===== src/rtl/invaders_pkg.sv =====
// Shared types and default geometry for the invader formation block.
package invaders_pkg;

  typedef enum logic [1:0] {
    IDLE,
    MARCH,
    LANDED,
    CLEARED
  } state_t;

  localparam logic LEFT  = 1'b0;
  localparam logic RIGHT = 1'b1;

  localparam int DEF_COLS      = 20;
  localparam int DEF_ROWS      = 4;
  localparam int DEF_LAST_LINE = 13;

endpackage


===== src/rtl/invader_formation_step_timer.sv =====
// Programmable-period tick generator: counts 0..period-1 while enabled, pulses on wrap.
module step_timer #(
  parameter int PW = 17
) (
  input  logic          i_clk,
  input  logic          i_rst,
  input  logic          i_en,
  input  logic [PW-1:0] i_period,
  output logic          o_tick
);

  logic [PW-1:0] r_cnt;
  logic          w_wrap;

  // >= rather than == so a period that shrinks below the running count still wraps
  assign w_wrap = ({1'b0, r_cnt} + (PW + 1)'(1)) >= {1'b0, i_period};
  assign o_tick = i_en & w_wrap;

  always_ff @(posedge i_clk or posedge i_rst) begin
    if (i_rst) begin
      r_cnt <= '0;
    end else if (i_en) begin
      r_cnt <= w_wrap ? '0 : r_cnt + PW'(1);
    end
  end

endmodule


===== src/rtl/invader_formation.sv =====
// ROWS x COLS invader formation: sideways march, edge descent, speed-up on kills, hit detection.
module invader_formation
  import invaders_pkg::*;
#(
  parameter  int COLS       = DEF_COLS,
  parameter  int ROWS       = DEF_ROWS,
  parameter  int INIT_W     = 9,
  parameter  int LAST_LINE  = DEF_LAST_LINE,
  parameter  int STEP_TICKS = 100000,
  parameter  int SPEEDUP    = 4000,
  parameter  int MIN_TICKS  = 8000,
  localparam int CW         = $clog2(COLS),
  localparam int RW         = (ROWS > 1) ? $clog2(ROWS) : 1,
  localparam int AW         = $clog2(ROWS * COLS + 1)
) (
  input  logic                 clk_36MHz,
  input  logic                 reset,
  input  logic                 start,
  input  logic                 bullet_valid,
  input  logic [CW-1:0]        bullet_x,
  input  logic [3:0]           bullet_y,
  output logic                 hit,
  output logic [RW-1:0]        hit_row,
  output logic [CW-1:0]        hit_col,
  output logic [ROWS*COLS-1:0] invaders_map,
  output logic [3:0]           formation_line,
  output logic [AW-1:0]        alive_count,
  output logic                 landed,
  output logic                 cleared
);

  localparam int PMAX = (STEP_TICKS > MIN_TICKS) ? STEP_TICKS : MIN_TICKS;
  localparam int PW   = $clog2(PMAX + 1);

  state_t         r_state;
  state_t         w_state_next;
  logic [COLS-1:0] r_rows [ROWS];
  logic [COLS-1:0] w_rows_hit [ROWS];
  logic [COLS-1:0] w_rows_next [ROWS];
  logic [COLS-1:0] w_init;
  logic [3:0]     r_line;
  logic [3:0]     w_line_next;
  logic           r_dir;
  logic           w_dir_next;
  logic [AW-1:0]  r_alive;
  logic [AW-1:0]  w_alive_next;
  logic           r_hit;
  logic [RW-1:0]  r_hit_row;
  logic [CW-1:0]  r_hit_col;

  logic           w_hit;
  logic [RW-1:0]  w_hit_row;
  logic [3:0]     w_rel;
  logic           w_any_msb;
  logic           w_any_lsb;
  logic           w_desc;
  logic           w_land;
  logic           w_tick;
  logic [31:0]    w_kills;
  logic [31:0]    w_dec;
  logic [PW-1:0]  w_period;

  always_comb begin
    w_init = '0;
    for (int unsigned c = 0; c < COLS; c++) begin
      w_init[c] = (c < INIT_W);
    end
  end

  // Period derived at 32 bits and clamped before narrowing, so it can never wrap
  always_comb begin
    w_kills  = 32'(ROWS * INIT_W) - 32'(r_alive);
    w_dec    = w_kills * 32'(SPEEDUP);
    w_period = PW'(MIN_TICKS);
    if (w_dec < 32'(STEP_TICKS) && (32'(STEP_TICKS) - w_dec) > 32'(MIN_TICKS)) begin
      w_period = PW'(32'(STEP_TICKS) - w_dec);
    end
  end

  step_timer #(
    .PW(PW)
  ) u_step_timer (
    .i_clk   (clk_36MHz),
    .i_rst   (reset),
    .i_en    (r_state == MARCH),
    .i_period(w_period),
    .o_tick  (w_tick)
  );

  // Hit detection by full comparison so no out-of-range index is ever formed
  always_comb begin
    w_hit     = 1'b0;
    w_hit_row = '0;
    w_rel     = bullet_y - r_line;
    for (int unsigned r = 0; r < ROWS; r++) begin
      w_rows_hit[r] = r_rows[r];
    end
    if (r_state == MARCH && bullet_valid && bullet_y >= r_line &&
        32'(w_rel) < ROWS && 32'(bullet_x) < COLS) begin
      for (int unsigned r = 0; r < ROWS; r++) begin
        for (int unsigned c = 0; c < COLS; c++) begin
          if (w_rel == 4'(r) && bullet_x == CW'(c) && r_rows[r][c]) begin
            w_hit            = 1'b1;
            w_hit_row        = RW'(r);
            w_rows_hit[r][c] = 1'b0;
          end
        end
      end
    end
  end

  always_comb begin
    w_any_msb = 1'b0;
    w_any_lsb = 1'b0;
    for (int unsigned r = 0; r < ROWS; r++) begin
      w_any_msb = w_any_msb | w_rows_hit[r][COLS-1];
      w_any_lsb = w_any_lsb | w_rows_hit[r][0];
    end
  end

  always_comb begin
    w_desc      = 1'b0;
    w_line_next = r_line;
    w_dir_next  = r_dir;
    for (int unsigned r = 0; r < ROWS; r++) begin
      w_rows_next[r] = w_rows_hit[r];
    end
    if (w_tick) begin
      if ((r_dir == LEFT && w_any_msb) || (r_dir == RIGHT && w_any_lsb)) begin
        w_desc     = 1'b1;
        w_dir_next = ~r_dir;
        if (32'(r_line) < LAST_LINE) begin
          w_line_next = r_line + 4'd1;
        end
      end else begin
        for (int unsigned r = 0; r < ROWS; r++) begin
          w_rows_next[r] = (r_dir == LEFT) ? {w_rows_hit[r][COLS-2:0], 1'b0}
                                           : {1'b0, w_rows_hit[r][COLS-1:1]};
        end
      end
    end
    w_land = w_desc && ((32'(w_line_next) + ROWS - 1) >= LAST_LINE);
  end

  assign w_alive_next = r_alive - AW'(w_hit);

  always_comb begin
    w_state_next = r_state;
    case (r_state)
      IDLE: begin
        if (start) begin
          w_state_next = MARCH;
        end
      end
      MARCH: begin
        if (w_alive_next == '0) begin
          w_state_next = CLEARED;
        end else if (w_land) begin
          w_state_next = LANDED;
        end
      end
      default: w_state_next = r_state;
    endcase
  end

  always_ff @(posedge clk_36MHz or posedge reset) begin
    if (reset) begin
      r_state   <= IDLE;
      r_line    <= 4'd1;
      r_dir     <= LEFT;
      r_alive   <= AW'(ROWS * INIT_W);
      r_hit     <= 1'b0;
      r_hit_row <= '0;
      r_hit_col <= '0;
      for (int unsigned r = 0; r < ROWS; r++) begin
        r_rows[r] <= w_init;
      end
    end else begin
      r_state <= w_state_next;
      r_line  <= w_line_next;
      r_dir   <= w_dir_next;
      r_alive <= w_alive_next;
      r_hit   <= w_hit;
      if (w_hit) begin
        r_hit_row <= w_hit_row;
        r_hit_col <= bullet_x;
      end
      for (int unsigned r = 0; r < ROWS; r++) begin
        r_rows[r] <= w_rows_next[r];
      end
    end
  end

  for (genvar g = 0; g < ROWS; g++) begin : g_map
    assign invaders_map[g*COLS +: COLS] = r_rows[g];
  end

  assign hit            = r_hit;
  assign hit_row        = r_hit_row;
  assign hit_col        = r_hit_col;
  assign formation_line = r_line;
  assign alive_count    = r_alive;
  assign landed         = (r_state == LANDED);
  assign cleared        = (r_state == CLEARED);

endmodule


===== config.mk =====
export PLATFORM = sky130hd
export DESIGN_NAME = invader_formation
export DESIGN_NICKNAME = d
export VERILOG_FILES = /design/src/rtl/invaders_pkg.sv /design/src/rtl/invader_formation_step_timer.sv /design/src/rtl/invader_formation.sv
export SDC_FILE = /design/constraint.sdc
export NUM_CORES = 1
export LEC_CHECK = 0
export BUFFER_PORTS_ARGS = -buffer_cell sky130_fd_sc_hd__buf_2
export CORE_MARGIN = 3
export CORE_UTILIZATION = 30
export DETAILED_ROUTE_END_ITERATION = 8
export HOLD_SLACK_MARGIN = 0.08
export PLACE_DENSITY = 0.51
export SLEW_MARGIN = 20
export SYNTH_ARGS = -nofsm -noshare
export SYNTH_HDL_FRONTEND = slang
export SYNTH_SLANG_ARGS = --single-unit

===== constraint.sdc =====
create_clock -name clk_36MHz -period 17.25 [get_ports clk_36MHz]
set_input_delay 5.175 -clock clk_36MHz [delete_from_list [all_inputs] [get_ports clk_36MHz]]
set_output_delay 5.175 -clock clk_36MHz [all_outputs]
set_load 0.05 [all_outputs]

# Word level (Yosys, flattened, before mapping)
# Index checks and enable logic that the tools add are counted.
# op_classes
addsub	9
multipliers	1
div_mod_pow	0
order_cmp	8
n_eq_ne	27
n_shift	0
mux	240
bitwise	8
reduce_logical	176
# ops
cell	n
80-bit 2-to-1 mux	3
1-bit logical AND	168
1-bit 2-to-1 mux	164
2-bit 2-to-1 mux	63
20-bit 2-to-1 mux	4
5-bit by 4-bit == test with 1-bit output, second input constant	8
17-bit 2-to-1 mux	2
32-bit by 4-bit >= comparator with 1-bit output, second input constant	1
32-bit by 13-bit > comparator with 1-bit output, second input constant	1
32-bit by 17-bit < comparator with 1-bit output, second input constant	1
32-bit by 7-bit multiplier with 27-bit output, second input constant	1
17-bit by 32-bit subtractor with 32-bit output, first input constant	1
5-bit by 3-bit == test with 1-bit output, second input constant	4
5-bit == test, second input constant	4
17-bit by 1-bit adder with 18-bit output, second input constant	1
18-bit by 17-bit >= comparator with 1-bit output	1
17-bit by 1-bit adder with 17-bit output, second input constant	1
4-bit 2-to-1 mux	3
5-bit by 2-bit == test with 1-bit output, second input constant	2
4-bit by 2-bit == test with 1-bit output, second input constant	2
6-bit by 7-bit subtractor with 8-bit output, first input constant	1
7-bit zero test	1
7-bit by 1-bit subtractor with 7-bit output	1
1-bit bitwise OR	6
other kinds (24)	25
# word_totals
register_bits	119
latchBits	0
ram_bits	0
mem_bits_ro	0
in_bits	13
output_inout_bits	101
wordCells	481
mem_count	0

# Longest topological paths before layout
# logic_depth
ltp_word	89
mapped_depth	36
mapped_depth_nobuf	33

# Cells and area by module
# A second synthesis with hierarchy kept.
# hier_totals
hier_cells	1178
area_unflattened_um2	10337.4
# by_module_without_submodules
mod	instances	cells_per_inst	area_each_um2
invader_formation	1	994	8818.5
step_timer	1	184	1519.0

# Worst setup path after synthesis
# Ideal clock, no wire load.
# synth_path
path_type	reg-to-reg
start	register r_alive[0] (netlist: alive_count[0])
end	register r_line[2] (netlist: formation_line[2])
setup_ns	0.125
arrival_ns	8.506
required_time_ns	17.125
slack_ns	8.620
stages_incl_launch_ff	28
n_path_buf	1
cell_sequence	dfrtp_1 > o21ai_0 > nand2_1 > a21oi_1 > inv_1 > ha_1 > fa_1 > fa_1 > inv_1 > fa_1 > inv_1 > ha_1 > a21oi_1 > o21ai_1 > o21a_1 > or3_1 > and2_1 > a221o_2 > a211o_1 > ha_1 > nand4_1 > or4_1 > o211ai_1 > o221a_2 > nor2_1 > buf_2 > nor4b_1 > mux2_2
# synth_via
elab_chain_len	9
word_cells_on_any_way	10
cone_classes	add/sub: 2; mul: 1; order compare: 3; mux: 2; bitwise: 1; reduce/logical: 1
# synth_rtl
element	line_no	source
from (decl)	invader_formation.sv:45	logic [AW-1:0] r_alive;
from (signal assigned)	invader_formation.sv:171	r_alive <= AW'(ROWS * INIT_W);
from (signal assigned)	invader_formation.sv:182	r_alive <= w_alive_next;
6-bit by 7-bit subtractor with 8-bit output (*)	invader_formation.sv:72	w_kills = 32'(ROWS * INIT_W) - 32'(r_alive);
32-bit by 7-bit multiplier with 27-bit output (*)	invader_formation.sv:73	w_dec = w_kills * 32'(SPEEDUP);
17-bit by 32-bit subtractor with 32-bit output	invader_formation.sv:76	w_period = PW'(32'(STEP_TICKS) - w_dec);
32-bit by 13-bit > comparator with 1-bit output	invader_formation.sv:75	if (w_dec < 32'(STEP_TICKS) && (32'(STEP_TICKS) - w_dec) > 32'(MIN_TICKS)) begin
1-bit logical AND	invader_formation.sv:75	
17-bit 2-to-1 mux (*)	invader_formation.sv:75	
18-bit by 17-bit >= comparator with 1-bit output (*)	invader_formation_step_timer.sv:16	assign w_wrap = ({1'b0, r_cnt} + (PW + 1)'(1)) >= {1'b0, i_period};
1-bit AND (*)	invader_formation_step_timer.sv:17	assign o_tick = i_en & w_wrap;
4-bit 2-to-1 mux (*)	invader_formation.sv:128	if (w_tick) begin
via w_line_next[2]	invader_formation.sv:42	logic [3:0] w_line_next;
to (signal assigned)	invader_formation.sv:180	r_line <= w_line_next;
to (decl)	invader_formation.sv:41	logic [3:0] r_line;
# Mark *: on every way through the listed nets, which the timed path passes. The rest lies on a longest branch.
# A chain may end at the register's enable or synchronous reset.

==> summary.txt <==
Hold_buf cts: 0
Core footprint: 32870 um2
Final Net Count: 1241
Final hold vios: 0
TritonCTS clock tree: done
Placed Area: 10960 um2
Starting Density: 30.69%
Syn Inst Count: 1061
Post-synth top flop: dfrtp_1
Least-Margin Pin Slew: 1.088 ns
Power Dens Cells: 65.09 nW/um2
Synthesized area: 10090 um2
Max Clk Rate: 0.09992 GHz
Setup slack after placement: 7.224 ns
Syn nets: 1157
DR pass1 iterations: 6
Layout cells sized above 1: 24.98%
Slowest-stage cell, CP: buf_4
Peak VDD IR: 64.18 uV
Synth warn: 0
Clock Path Buffers: 2
RSZ-0062 raised after global routing: no
Final worst hold slack: 0.4902 ns
First-pass GRT wire length: 52350 um
Top post-synthesis cells by area: dfrtp_1, dfstp_2, mux2_2
Crit path largest cell delay: 0.70 ns
Wire length per cell: 21.18 um
Sum of negative setup slack: 0 ns
Critical path launch point type: flip-flop
Crit end category: flip-flop
Max-cap violations: 0
Worst Path Required: 17.59 ns
Number of global-route vias before repair: 8633
Gpl congestion: 0.9592
Static Leakage: 4.883 nW
Total gr overflow: 0
# clock sinks: 119
DR iter-0 viols: 692
Post-CTS Setup Repair Bufs: 0
Crit share post-route: 58.02%
GRT Util Overall: 18.78%
Via count: 8748
Area growth syn-to-layout: 13.86%
Hold WC Path Type: flip-flop to flip-flop
Die Width: 189.4 um
Worst endpoint data arrival time: 10.35 ns
Vias per cell: 5.471
Cell taking the most area after synthesis: dfrtp_1
Slew Viols, Final: 0
Antenna Nets Post-Route: 0
H-tree Lvls: 4
Post-Syn Area per Cell: 9.507 um2
Async set-or-reset flop fraction in the synthesized netlist: 100.0%
Tmin final: 10.01 ns
Total Die Area: 35860 um2
Antenna diodes: 0
Clock transition at path regs: 0.06 ns
CTS resizes: 0
Final setup fails: 0
Die height: 189.4 um
CTS Buf Count: 17
Status: complete, no violations
Cell mode on critical path: inv_1
Critical path fanouts, max: 43
# port buffers: 113
Post-synth top area share: 19.85%
CP Class: flip-flop to flip-flop
Yosys reg bits: 119
Worst skew pair latency: 0.43 ns
Initial antenna violation count: 0
Total power draw: 747.5 uW
EDFF count, synth: 0
Ports: 114
Num rows: 66
Slack of the critical path: 7.242 ns
Largest net degree at the start of global routing: 78
Post-synth cell types: 89
Clock Skew: 0.009099 ns
Root buffer cell: clkbuf_16
Post-DP HPWL: 25370 um
Finished Cell Area: 11480 um2
Register area share after synthesis: 30.00%
Rel. slew slack: 26.88%
Routed wire length: 33870 um
Drc violations: 0
[final timing paths]
| check | from | endpoint | slack, ns | cells after the start |
|---|---|---|---|---|
| setup / recovery | alive_count[0] | invaders_map[16] | 7.24 | 29 |
| hold / removal | hit_col[1] | hit_col[1] | 0.49 | 1 |
| setup reg to reg | alive_count[0] | invaders_map[16] | 7.24 | 29 |
| hold reg to reg | hit_col[1] | hit_col[1] | 0.49 | 1 |
| max in group asynchronous | reset | invaders_map[27] | 11.33 | 3 |
| min in group asynchronous | reset | invaders_map[10] | 4.87 | 2 |
[metrics by stage]
| stage | cells | util (%) |
|---|---|---|
| finish | 1599 | 34.94 |
| global route | 1599 | 34.94 |
| CTS | 1599 | 34.94 |
| detailed placement | 1568 | 33.34 |
| global placement | 1568 | 33.34 |
| floorplan | 1061 | - |
[cell usage after synthesis, drive strengths merged, types with 10 or more instances]
master	n
nor2	39
dfstp	39
a211oi	11
mux2i	81
nand4	11
fa	24
clkbuf	30
and3	17
and2	14
nand3	34
xor2	22
a31oi	14
mux2	80
nor3	28
nand2	60
xnor2	23
inv	74
dfrtp	80
nor2b	10
o21ai	116
buf	25
or3	10
ha	59
a21oi	21
o22ai	11
[report_power, final]
part | leakage [nW] | internal (mW) | total (mW) | switching, mW
clock | 0.257 | 0.197 | 0.325 | 0.128
combinational | 3.15 | 0.0460 | 0.123 | 0.0773
sequential | 1.47 | 0.287 | 0.299 | 0.0118
[cell usage in the layout, fill, tap and decap left out, drive strengths merged, types with 21 or more instances in the layout]
master	count
buf	120
o21ai	116
mux2i	81
dfrtp	80
mux2	80
inv	74
nand2	60
ha	59
nor2	39
dfstp	39
nand3	34
nor3	28
clkbuf	27
fa	24
xnor2	23
xor2	22
a21oi	21
[layer usage]
metal | wire length, um | up-vias | track usage (%)
met3 | 1945 | 60 | 3.740
met2 | 15590 | 287 | 29.44
li1 | - | 4073 | -
met5 | 0 | - | 0
met4 | 885 | 0 | 5.999
met1 | 15440 | 4328 | 26.03
[sequential cells by signal, summed over array words and instances (netlist names)]
register,count
invaders_map,80
u_step_timer.r_cnt,17
alive_count,7
hit_col,5
formation_line,4
hit_row,2
r_state,2
hit,1
r_dir,1
[worst max-delay path: cells and delay by family (launching register included)]
family          cells  cell delay [ns]
compound gates      8             1.96
buf+inv             6             1.13
xor+xnor            1             0.38
flops               1             0.57
fa+ha+maj           7             2.96
simple gates        6             2.53
mux                 1             0.28
[cell families after synthesis]
group	Yosys count	share of synthesized area [%]
AND/OR/NAND/NOR	271	14.74
AO/OA/AOI/OAI	251	16.03
multiplexers	163	17.41
buffers and inverters	129	5.830
flip-flops	119	30.00
adder cells (fa/ha/maj)	83	12.08
XOR/XNOR	45	3.907
[cell type report]
type | instances | area [um2]
Multi-Input combinational cell | 813 | 6477
Sequential cell | 119 | 3028
Timing Repair Buffer | 120 | 618.1
Inverter | 74 | 282.8
Fill cell | 3495 | 21380
Clock inverter | 4 | 22.52
Clock buffer | 27 | 503.0
Tap cell | 442 | 553.0
No activity file was read; power rests on OpenSTA's default activity.
